--- config.mk ---
export PLATFORM = sky130hd
export DESIGN_NAME = mem_loader_ctrl
export DESIGN_NICKNAME = d
export VERILOG_FILES = /design/src/rtl/loader_pkg.sv /design/src/rtl/cycle_timer.sv /design/src/rtl/mem_loader_ctrl.sv
export SDC_FILE = /design/constraint.sdc
export NUM_CORES = 1
export LEC_CHECK = 0
export ABC_AREA = 1
export BUFFER_PORTS_ARGS = -buffer_cell sky130_fd_sc_hd__buf_2
export CORE_AREA = 2 2 167 169
export CTS_CLUSTER_SIZE = 14
export DETAILED_ROUTE_END_ITERATION = 8
export DIE_AREA = 0 0 169 171
export PLACE_DENSITY = 0.57
export SYNTH_ARGS = -nofsm -noshare
export SYNTH_HDL_FRONTEND = slang
export SYNTH_SLANG_ARGS = --single-unit
--- constraint.sdc ---
create_clock -name clk -period 2.55 [get_ports clk]
set_clock_uncertainty 0.05 [all_clocks]
set_input_delay 0.765 -clock clk [delete_from_list [all_inputs] [get_ports clk]]
set_output_delay 0.765 -clock clk [all_outputs]
set_load 0.03 [all_outputs]
--- src/rtl/loader_pkg.sv ---
// Shared definitions for the memory loader controller.
//   - 3-bit state encodings and the state enum built from them
//   - address strides for the 32-bit instruction and 64-bit data memories
//   - max3() helper used to size the shared word/cycle counter
package loader_pkg;

  localparam logic [2:0] EncIdle     = 3'd0;
  localparam logic [2:0] EncLoad     = 3'd1;
  localparam logic [2:0] EncRun      = 3'd2;
  localparam logic [2:0] EncDumpRd   = 3'd3;
  localparam logic [2:0] EncDumpWait = 3'd4;
  localparam logic [2:0] EncDumpOut  = 3'd5;
  localparam logic [2:0] EncDone     = 3'd6;

  typedef enum logic [2:0] {
    StIdle     = EncIdle,
    StLoad     = EncLoad,
    StRun      = EncRun,
    StDumpRd   = EncDumpRd,
    StDumpWait = EncDumpWait,
    StDumpOut  = EncDumpOut,
    StDone     = EncDone
  } state_e;

  // Byte strides between consecutive words of each memory.
  localparam int unsigned IMEM_STRIDE = 4;
  localparam int unsigned DMEM_STRIDE = 8;

  function automatic int unsigned max3(input int unsigned a, input int unsigned b,
                                       input int unsigned c);
    int unsigned m;
    m = (a > b) ? a : b;
    return (m > c) ? m : c;
  endfunction

endpackage

--- src/rtl/cycle_timer.sv ---
// Down-counting cycle timer.
//   clk, arst_n : clock, asynchronous active-low reset
//   i_load      : load i_value and start counting
//   i_value     : cycles-minus-one until expiry
//   o_expire    : one-cycle pulse when the loaded count has elapsed
// After loading V, o_expire is high in the (V+1)-th cycle following the load edge.
module cycle_timer #(
  parameter int unsigned Width = 11
) (
  input  logic             clk,
  input  logic             arst_n,
  input  logic             i_load,
  input  logic [Width-1:0] i_value,
  output logic             o_expire
);

  logic [Width-1:0] r_count;
  logic             r_running;

  always_ff @(posedge clk or negedge arst_n) begin
    if (!arst_n) begin
      r_count   <= '0;
      r_running <= 1'b0;
    end else if (i_load) begin
      r_count   <= i_value;
      r_running <= 1'b1;
    end else if (r_running) begin
      if (r_count == '0) begin
        r_running <= 1'b0;
      end else begin
        r_count <= r_count - Width'(1);
      end
    end
  end

  assign o_expire = r_running && (r_count == '0);

endmodule

--- src/rtl/mem_loader_ctrl.sv ---
// Session controller: loads a program word stream into instruction memory, runs the
// CPU for a fixed number of cycles, then streams a block of data memory back out.
//   clk, arst_n                      : clock, asynchronous active-low reset
//   start                            : begins a session from IDLE or DONE
//   in_valid/in_ready/in_data/in_last     : 32-bit program stream (sink)
//   out_valid/out_ready/out_data/out_last : 64-bit dump stream (source)
//   busy, done, cpu_enable           : status and CPU enable
//   *_ext                            : instruction-memory external port (write only)
//   *_ext_2                          : data-memory external port (read only, 1-cycle latency)
module mem_loader_ctrl
  import loader_pkg::*;
#(
  parameter int unsigned IMEM_WORDS = 512,
  parameter int unsigned RUN_CYCLES = 1024,
  parameter int unsigned DUMP_WORDS = 16
) (
  input  logic        clk,
  input  logic        arst_n,
  input  logic        start,
  input  logic        in_valid,
  output logic        in_ready,
  input  logic [31:0] in_data,
  input  logic        in_last,
  output logic        out_valid,
  input  logic        out_ready,
  output logic [63:0] out_data,
  output logic        out_last,
  output logic        busy,
  output logic        done,
  output logic        cpu_enable,
  output logic [63:0] addr_ext,
  output logic        wen_ext,
  output logic        ren_ext,
  output logic [31:0] wdata_ext,
  input  logic [31:0] rdata_ext,
  output logic [63:0] addr_ext_2,
  output logic        wen_ext_2,
  output logic        ren_ext_2,
  output logic [63:0] wdata_ext_2,
  input  logic [63:0] rdata_ext_2
);

  localparam int unsigned CntW = $clog2(max3(IMEM_WORDS, DUMP_WORDS, RUN_CYCLES)) + 1;
  localparam logic [CntW-1:0] LastImem = CntW'(IMEM_WORDS - 1);
  localparam logic [CntW-1:0] LastDump = CntW'(DUMP_WORDS - 1);
  localparam logic [CntW-1:0] RunLoad  = CntW'(RUN_CYCLES - 1);
  localparam logic [CntW-1:0] CntOne   = CntW'(1);

  state_e          r_state;
  logic [CntW-1:0] r_cnt;
  logic [63:0]     r_out_data;

  logic w_xfer;
  logic w_load_done;
  logic w_run_expire;
  logic w_unused_rdata;

  // Instruction memory is never read by the loader.
  assign w_unused_rdata = ^rdata_ext;

  assign w_xfer      = in_valid && in_ready;
  // Leave LOAD on an explicit last word or when the memory is full.
  assign w_load_done = w_xfer && (in_last || (r_cnt == LastImem));

  // Timer is armed on the LOAD->RUN edge so RUN lasts exactly RUN_CYCLES cycles.
  cycle_timer #(
    .Width(CntW)
  ) u_run_timer (
    .clk     (clk),
    .arst_n  (arst_n),
    .i_load  (w_load_done),
    .i_value (RunLoad),
    .o_expire(w_run_expire)
  );

  always_ff @(posedge clk or negedge arst_n) begin
    if (!arst_n) begin
      r_state    <= StIdle;
      r_cnt      <= '0;
      r_out_data <= '0;
    end else begin
      unique case (r_state)
        StIdle, StDone: begin
          if (start) begin
            r_state <= StLoad;
            r_cnt   <= '0;
          end
        end
        StLoad: begin
          if (w_xfer) begin
            if (w_load_done) begin
              r_state <= StRun;
              r_cnt   <= '0;
            end else begin
              r_cnt <= r_cnt + CntOne;
            end
          end
        end
        StRun: begin
          if (w_run_expire) begin
            r_state <= StDumpRd;
            r_cnt   <= '0;
          end
        end
        StDumpRd: begin
          r_state <= StDumpWait;
        end
        StDumpWait: begin
          r_out_data <= rdata_ext_2;
          r_state    <= StDumpOut;
        end
        StDumpOut: begin
          if (out_ready) begin
            if (r_cnt == LastDump) begin
              r_state <= StDone;
            end else begin
              r_cnt   <= r_cnt + CntOne;
              r_state <= StDumpRd;
            end
          end
        end
        default: begin
          r_state <= StIdle;
        end
      endcase
    end
  end

  assign in_ready   = (r_state == StLoad);
  assign busy       = (r_state != StIdle) && (r_state != StDone);
  assign done       = (r_state == StDone);
  assign cpu_enable = (r_state == StRun);

  assign wen_ext   = w_xfer;
  assign wdata_ext = w_xfer ? in_data : 32'd0;
  assign addr_ext  = w_xfer ? (64'(r_cnt) * 64'(IMEM_STRIDE)) : 64'd0;
  assign ren_ext   = 1'b0;

  assign ren_ext_2   = (r_state == StDumpRd);
  assign addr_ext_2  = ren_ext_2 ? (64'(r_cnt) * 64'(DMEM_STRIDE)) : 64'd0;
  assign wen_ext_2   = 1'b0;
  assign wdata_ext_2 = 64'd0;

  assign out_valid = (r_state == StDumpOut);
  assign out_data  = r_out_data;
  assign out_last  = out_valid && (r_cnt == LastDump);

endmodule

; After elaboration in Yosys (flattened, before gate mapping)
; Cells that the tools add are included.
[word_totals]
register_bits = 90
elab_cells = 61
[op_classes]
n_addsub = 2
eq_ne = 16
muxes = 23
n_reduce_logical = 15
[op_table]
columns = cell, count
row1 = $mux 11, 9
row2 = $pmux 11 s4, 1
row3 = $mux 32, 1
row4 = $mux 3, 6
row5 = $pmux 3 s6, 1
row6 = $mux 14, 1
row7 = $mux 13, 1
row8 = $add 11x1->11 const B, 1
row9 = $eq 11x4->1 const B, 1
row10 = $eq 11x9->1 const B, 1
row11 = $logic_not 11->1, 1
row12 = $sub 11x1->11 const B, 1
row13 = $ne 2x1->1 const B, 5
row14 = $eq 3x3->1 const B, 3
row15 = $eq 3x2->1 const B, 2
row16 = $reduce_and 6->1, 1
row17 = $logic_and 1x1->1, 5
row18 = $reduce_and 5->1, 1
row19 = $ne 2x2->1 const B, 2
row20 = $reduce_bool 4->1, 1
row21 = $eq 3x1->1 const B, 1
row22 = $logic_not 3->1, 1
row23 = $mux 1, 3
row24 = $ne 3x3->1 const B, 1
row25 = other kinds (5), 5

; Logic depth before layout (Yosys ltp)
[logic_depth]
word_depth = 6
mapped_depth = 11
mapped_depth_nobuf = 11

; Modules after synthesis
; From an unflattened synthesis, not the netlist that was laid out.
[unflattened]
cells_unflattened = 867
hier_area_um2 = 6108.4
[by_module_without_submodules]
columns = mod, instances, cells_each, area_per_inst_um2, seq_area_each_um2
row1 = mem_loader_ctrl, 1, 739, 5226.3, 1951.9
row2 = cycle_timer, 1, 128, 882.1, 300.3

; Least setup slack after synthesis
; Ideal clock, no wire load.
[synth_timing]
path_kind = input -> output
startpoint = input port in_valid
endpoint = output port addr_ext[10]
arrival_ps = 2127
required_time_ps = 1735
setup_slack_ps = -392
stages = 5
cell_sequence = inv_1 nor3_2 inv_2 clkbuf_1 nor2_1
[synth_via]
elab_chain_cells = 2
[synth_lines]
columns = element, line_no
row1 = from (decl), mem_loader_ctrl.sv:20  ; input logic in_valid,
row2 = $logic_and 1x1->1, mem_loader_ctrl.sv:61  ; assign w_xfer = in_valid && in_ready;
row3 = via wen_ext, mem_loader_ctrl.sv:32  ; output logic wen_ext,
row4 = $mux 13, mem_loader_ctrl.sv:136  ; assign addr_ext = w_xfer ? (64'(r_cnt) * 64'(IMEM_STRIDE)) : 64'd0;
row5 = to (decl), mem_loader_ctrl.sv:31  ; output logic [63:0] addr_ext,
; The timed path passes the listed nets, and every way through them passes these cells.

; Worst setup path in the final report
[layout_timing]
startpoint = input port in_valid
endpoint = output port addr_ext[2]
[layout_via]
elab_chain_cells = 2
[layout_lines]
columns = element, line_no
row1 = $logic_and 1x1->1, mem_loader_ctrl.sv:61
row2 = $mux 13, mem_loader_ctrl.sv:136
; No other way between the ends.

==> run summary <==
The run finished with clean final reports. After filler insertion, the fill cell instance count of the layout stands at 2,989. STA classifies the critical path endpoint as an output port.

The number of placement rows came out at 61. The number of DRC violations after detailed-routing iteration 0 is 107. Compared with the post-synthesis result, the final layout area differs by 31.8%. TritonCTS built the clock tree.

The final critical-path setup slack is 0.0231 ns. After synthesis, the cell types taking the most area are sky130_fd_sc_hd__dfrtp_1, sky130_fd_sc_hd__buf_4, sky130_fd_sc_hd__nand2_1. CTS saw 90 sinks.

The clock edge transition at the registers on the reported setup and hold paths is 0.08 ns. The final non-filler cell area is 7800 sq um. The number of synthesized flops with an enable pin is 0. The reg-to-reg startpoint is r_state[2]$_DFFE_PN0P_. Summed over all instances, the cell type with the most area after synthesis is sky130_fd_sc_hd__dfrtp_1.

The clock network latency to the later pin of the worst-skew pair is 0.35 ns. The H-tree level count is 3. The placeable core area is 27,300 sq um.

The number of buffers created by CTS came out at 9. OpenSTA, run right after detailed placement, puts the worst setup slack at 0.0170 ns. The fraction of power consumed by sequential logic is 29.9%. The largest net degree at the start of global routing is 65.

The root buffer cell is sky130_fd_sc_hd__clkbuf_16. The final period demand of the worst path came out at 2.53 ns. The power density over the cells came out at 1020 nW/um^2.

The count of final setup violators is 0. Port buffering added 227 buffers. The count of final max-slew check failures is 0. The worst register-to-register path ends at r_cnt[7]$_DFFE_PN0P_. The worst setup path is launched from a primary input. The most common cell in the synthesized netlist is sky130_fd_sc_hd__nand2_1.

The final core utilization is 28.5%. The switching power of the nets came out at 4080 uW. The worst register-to-register path has a setup slack of 0.55 ns. The number of detailed-routing iterations run before antenna repair came out at 4. The critical setup path kind is primary input to output port. The number of top-level design ports came out at 432. The sequential cell area is 2250 sq um. The sequential share of the synthesized area came out at 38.1%. The final worst-path cycle share is 99.1%. The commonest cells after synthesis are sky130_fd_sc_hd__nand2_1, sky130_fd_sc_hd__buf_4, sky130_fd_sc_hd__dfrtp_1. The aggregate negative setup slack came out at 0 ns. The vertical die dimension came out at 171 um. The first global-routing pass estimated 23,800 um of wire. The placed standard-cell area came out at 7280 sq um. Dividing the detail-routed wire length by the instance count gives 10.9 um.

For this run, the leading register cell type out of synthesis is sky130_fd_sc_hd__dfrtp_1. The total internal power came out at 3870 uW. The repair_antennas step left the layout with diodes totalling 0. Yosys printed 0 warnings. Global routing used 10.4% of the available tracks. The worst register-to-register path has a depth of 8. The register bit total from synthesis came out at 90. The number of nets with antenna violations after routing is 0. The post-layout net count came out at 1,211.

The final weighted congestion in routability-driven placement is 0.783. The clock tree buffer depth came out at 2. The width of the chip is 169 um. The switching part of the total came out at 51.3%. The post-detailed-route via-to-cell ratio is 3.68. The initial utilization of the core area, before any placement, comes to 21.7%. Synthesis produced a netlist whose cell count is 833.

The worst IR drop on VDD came out at 0.566 mV. The transition time at the pin with the least slew margin is 0.534 ns. The maximum clock frequency came out at 396 MHz. The multi-input logic area is 2930 sq um.

The tightest min-delay check is of the primary input to asynchronous set/reset pin type. The total overflow reported by the global router is 0. The required time at the worst-slack endpoint is 1.74 ns.

The proportion of synthesized flip-flops having asynchronous set or reset came out at 100%. The distinct cell type count after synthesis is 27. A synthesized cell averages 7.10 sq um. Cells with a size suffix above 1 make up 32.1% of the layout. The initial antenna violation count is 0. The total of hold buffers inserted after clock tree synthesis came out at 0. The number of global-route vias before repair was 4,807.

In this run the worst path has a maximum fanout of 8. The leakage dissipation came out at 0.00446 uW. The aggregate routed wire length came out at 15,600 um.

The total via count in the routed design is 5,248. Setup repair after global routing could not meet its margin everywhere. The proportion of power drawn by combinational gates is 53.5%. The area fraction of the dominant cell type after synthesis is 38.1%. The max-capacitance violation count is 0.

Summing every instance area after synthesis gives 5920 sq um. After detailed routing, the number of remaining DRC violations is 0. The relative slew slack came out at 64.3%.

The total die area came out at 28,900 sq um. The count of endpoints failing hold in the final timing report came to 0. The arrival time of the worst setup path is 1.71 ns. The HPWL after detailed placement came out at 11,800 um.

Of the total power, the clock network draws 16.6%.
==> kinds of logic (layout without fill, tap and decap cells) <==
kind of cell	Yosys count	count (layout)	synth area share, %
xor+xnor	3	3	0.444
flops	90	90	38.1
other cells	1	172	0.0634
simple gates	449	449	30.7
buf+inv	276	351	29.1
compound gates	11	11	1.01
fa+ha+maj	3	3	0.634
==> worst max-delay path: stages <==
cell and delay [ns]:
sky130_fd_sc_hd__buf_2 0.08, sky130_fd_sc_hd__inv_2 0.05, sky130_fd_sc_hd__nor3_4 0.23, sky130_fd_sc_hd__inv_4 0.12
sky130_fd_sc_hd__clkbuf_16 0.21, sky130_fd_sc_hd__nor2_4 0.08, sky130_fd_sc_hd__buf_4 0.16
==> cells in the final DEF (no fill, tap or decap), types with 2 or more instances in the layout <==
cell type	netlist	final
sky130_fd_sc_hd__conb_1	1	172
sky130_fd_sc_hd__o21ai_0	8	8
sky130_fd_sc_hd__buf_4	177	59
sky130_fd_sc_hd__nand3_1	40	40
sky130_fd_sc_hd__nand2_2	2	2
sky130_fd_sc_hd__nor2_4	0	41
sky130_fd_sc_hd__dfrtp_1	90	88
sky130_fd_sc_hd__inv_2	4	7
sky130_fd_sc_hd__clkbuf_16	0	11
sky130_fd_sc_hd__o211ai_1	2	2
sky130_fd_sc_hd__xor2_1	2	2
sky130_fd_sc_hd__buf_6	1	4
sky130_fd_sc_hd__inv_1	70	66
sky130_fd_sc_hd__nand2_1	302	302
sky130_fd_sc_hd__inv_6	0	2
sky130_fd_sc_hd__buf_12	0	6
sky130_fd_sc_hd__nor2_1	77	33
sky130_fd_sc_hd__ha_1	3	2
sky130_fd_sc_hd__buf_2	12	186
sky130_fd_sc_hd__dfrtp_2	0	2
sky130_fd_sc_hd__clkbuf_4	0	3
sky130_fd_sc_hd__nand4_1	5	5
sky130_fd_sc_hd__inv_8	0	2
sky130_fd_sc_hd__nand3_2	2	2
sky130_fd_sc_hd__nor3_1	9	7
sky130_fd_sc_hd__nor2_2	7	10
sky130_fd_sc_hd__nand3b_1	3	3
sky130_fd_sc_hd__nor3_2	1	2
==> stage by stage <==
step | total power (uW) | hold WS, ns | cells
finish | 7950 | 0.276 | 1425
global route | 8550 | 0.292 | 1425
CTS | 7990 | 0.280 | 1420
detailed placement | 6580 | 0.404 | 1403
global placement | 6540 | 0.401 | 1403
floorplan | 5540 | 0.415 | 1004
==> power by group through the flow <==
stage	combinational (uW)	sequential [uW]	clock (uW)
detailed placement	4200	2380	0
floorplan	2170	3370	0
global placement	4170	2370	0
finish	4260	2380	1320
CTS	4240	2380	1380
global route	4660	2460	1430
==> routing by layer <==
metal | up-vias | wire length (um) | GRT usage, % | share of wire (%)
li1 | 2628 | - | - | -
met1 | 2349 | 6360 | 12.1 | 41
met2 | 259 | 7720 | 18.6 | 50
met3 | 12 | 1290 | 2.61 | 8.3
met4 | 0 | 208 | 3.49 | 1.3
met5 | - | 0 | 0 | 0
==> repair_timing <==
| item | in CTS | in global routing |
|---|---|---|
| buffers inserted | 1 | 3 |
| cloned | 0 | 2 |
| gates resized for setup | 40 | 18 |
| pin swaps | 1 | 3 |
| hold endpoints to repair | 0 | 0 |
| setup endpoints to repair | 41 | 48 |
==> worst max path at each step <==
| stage | startpoint | slack, ns | end |
|---|---|---|---|
| after global routing | r_cnt[9]$_DFFE_PN0P_ | -0.06 | out_last |
| after floorplan | in_valid | -0.03 | addr_ext[10] |
| after CTS | r_cnt[0]$_DFFE_PN0P_ | -0.02 | out_last |
| after detailed placement | in_valid | 0.02 | addr_ext[5] |
| final | in_valid | 0.02 | addr_ext[2] |
| after global placement | in_valid | 0.006 | addr_ext[7] |
==> sequential cells by signal, indices dropped and copies added, names as in the netlist <==
signal,count
out_data,64
r_cnt,11
r_state,3
u_run_timer.r_count,11
u_run_timer.r_running,1
==> final cells by class <==
| class | instances | area share [%] |
|---|---|---|
| clock buffer | 9 | 2.89 |
| clock inverter | 7 | 0.786 |
| inverter | 75 | 3.64 |
| multi-input combinational | 638 | 37.5 |
| sequential | 90 | 28.9 |
| tap | 346 | 5.55 |
| timing repair buffer | 260 | 20.7 |
Power figures use the tool's default switching activity.
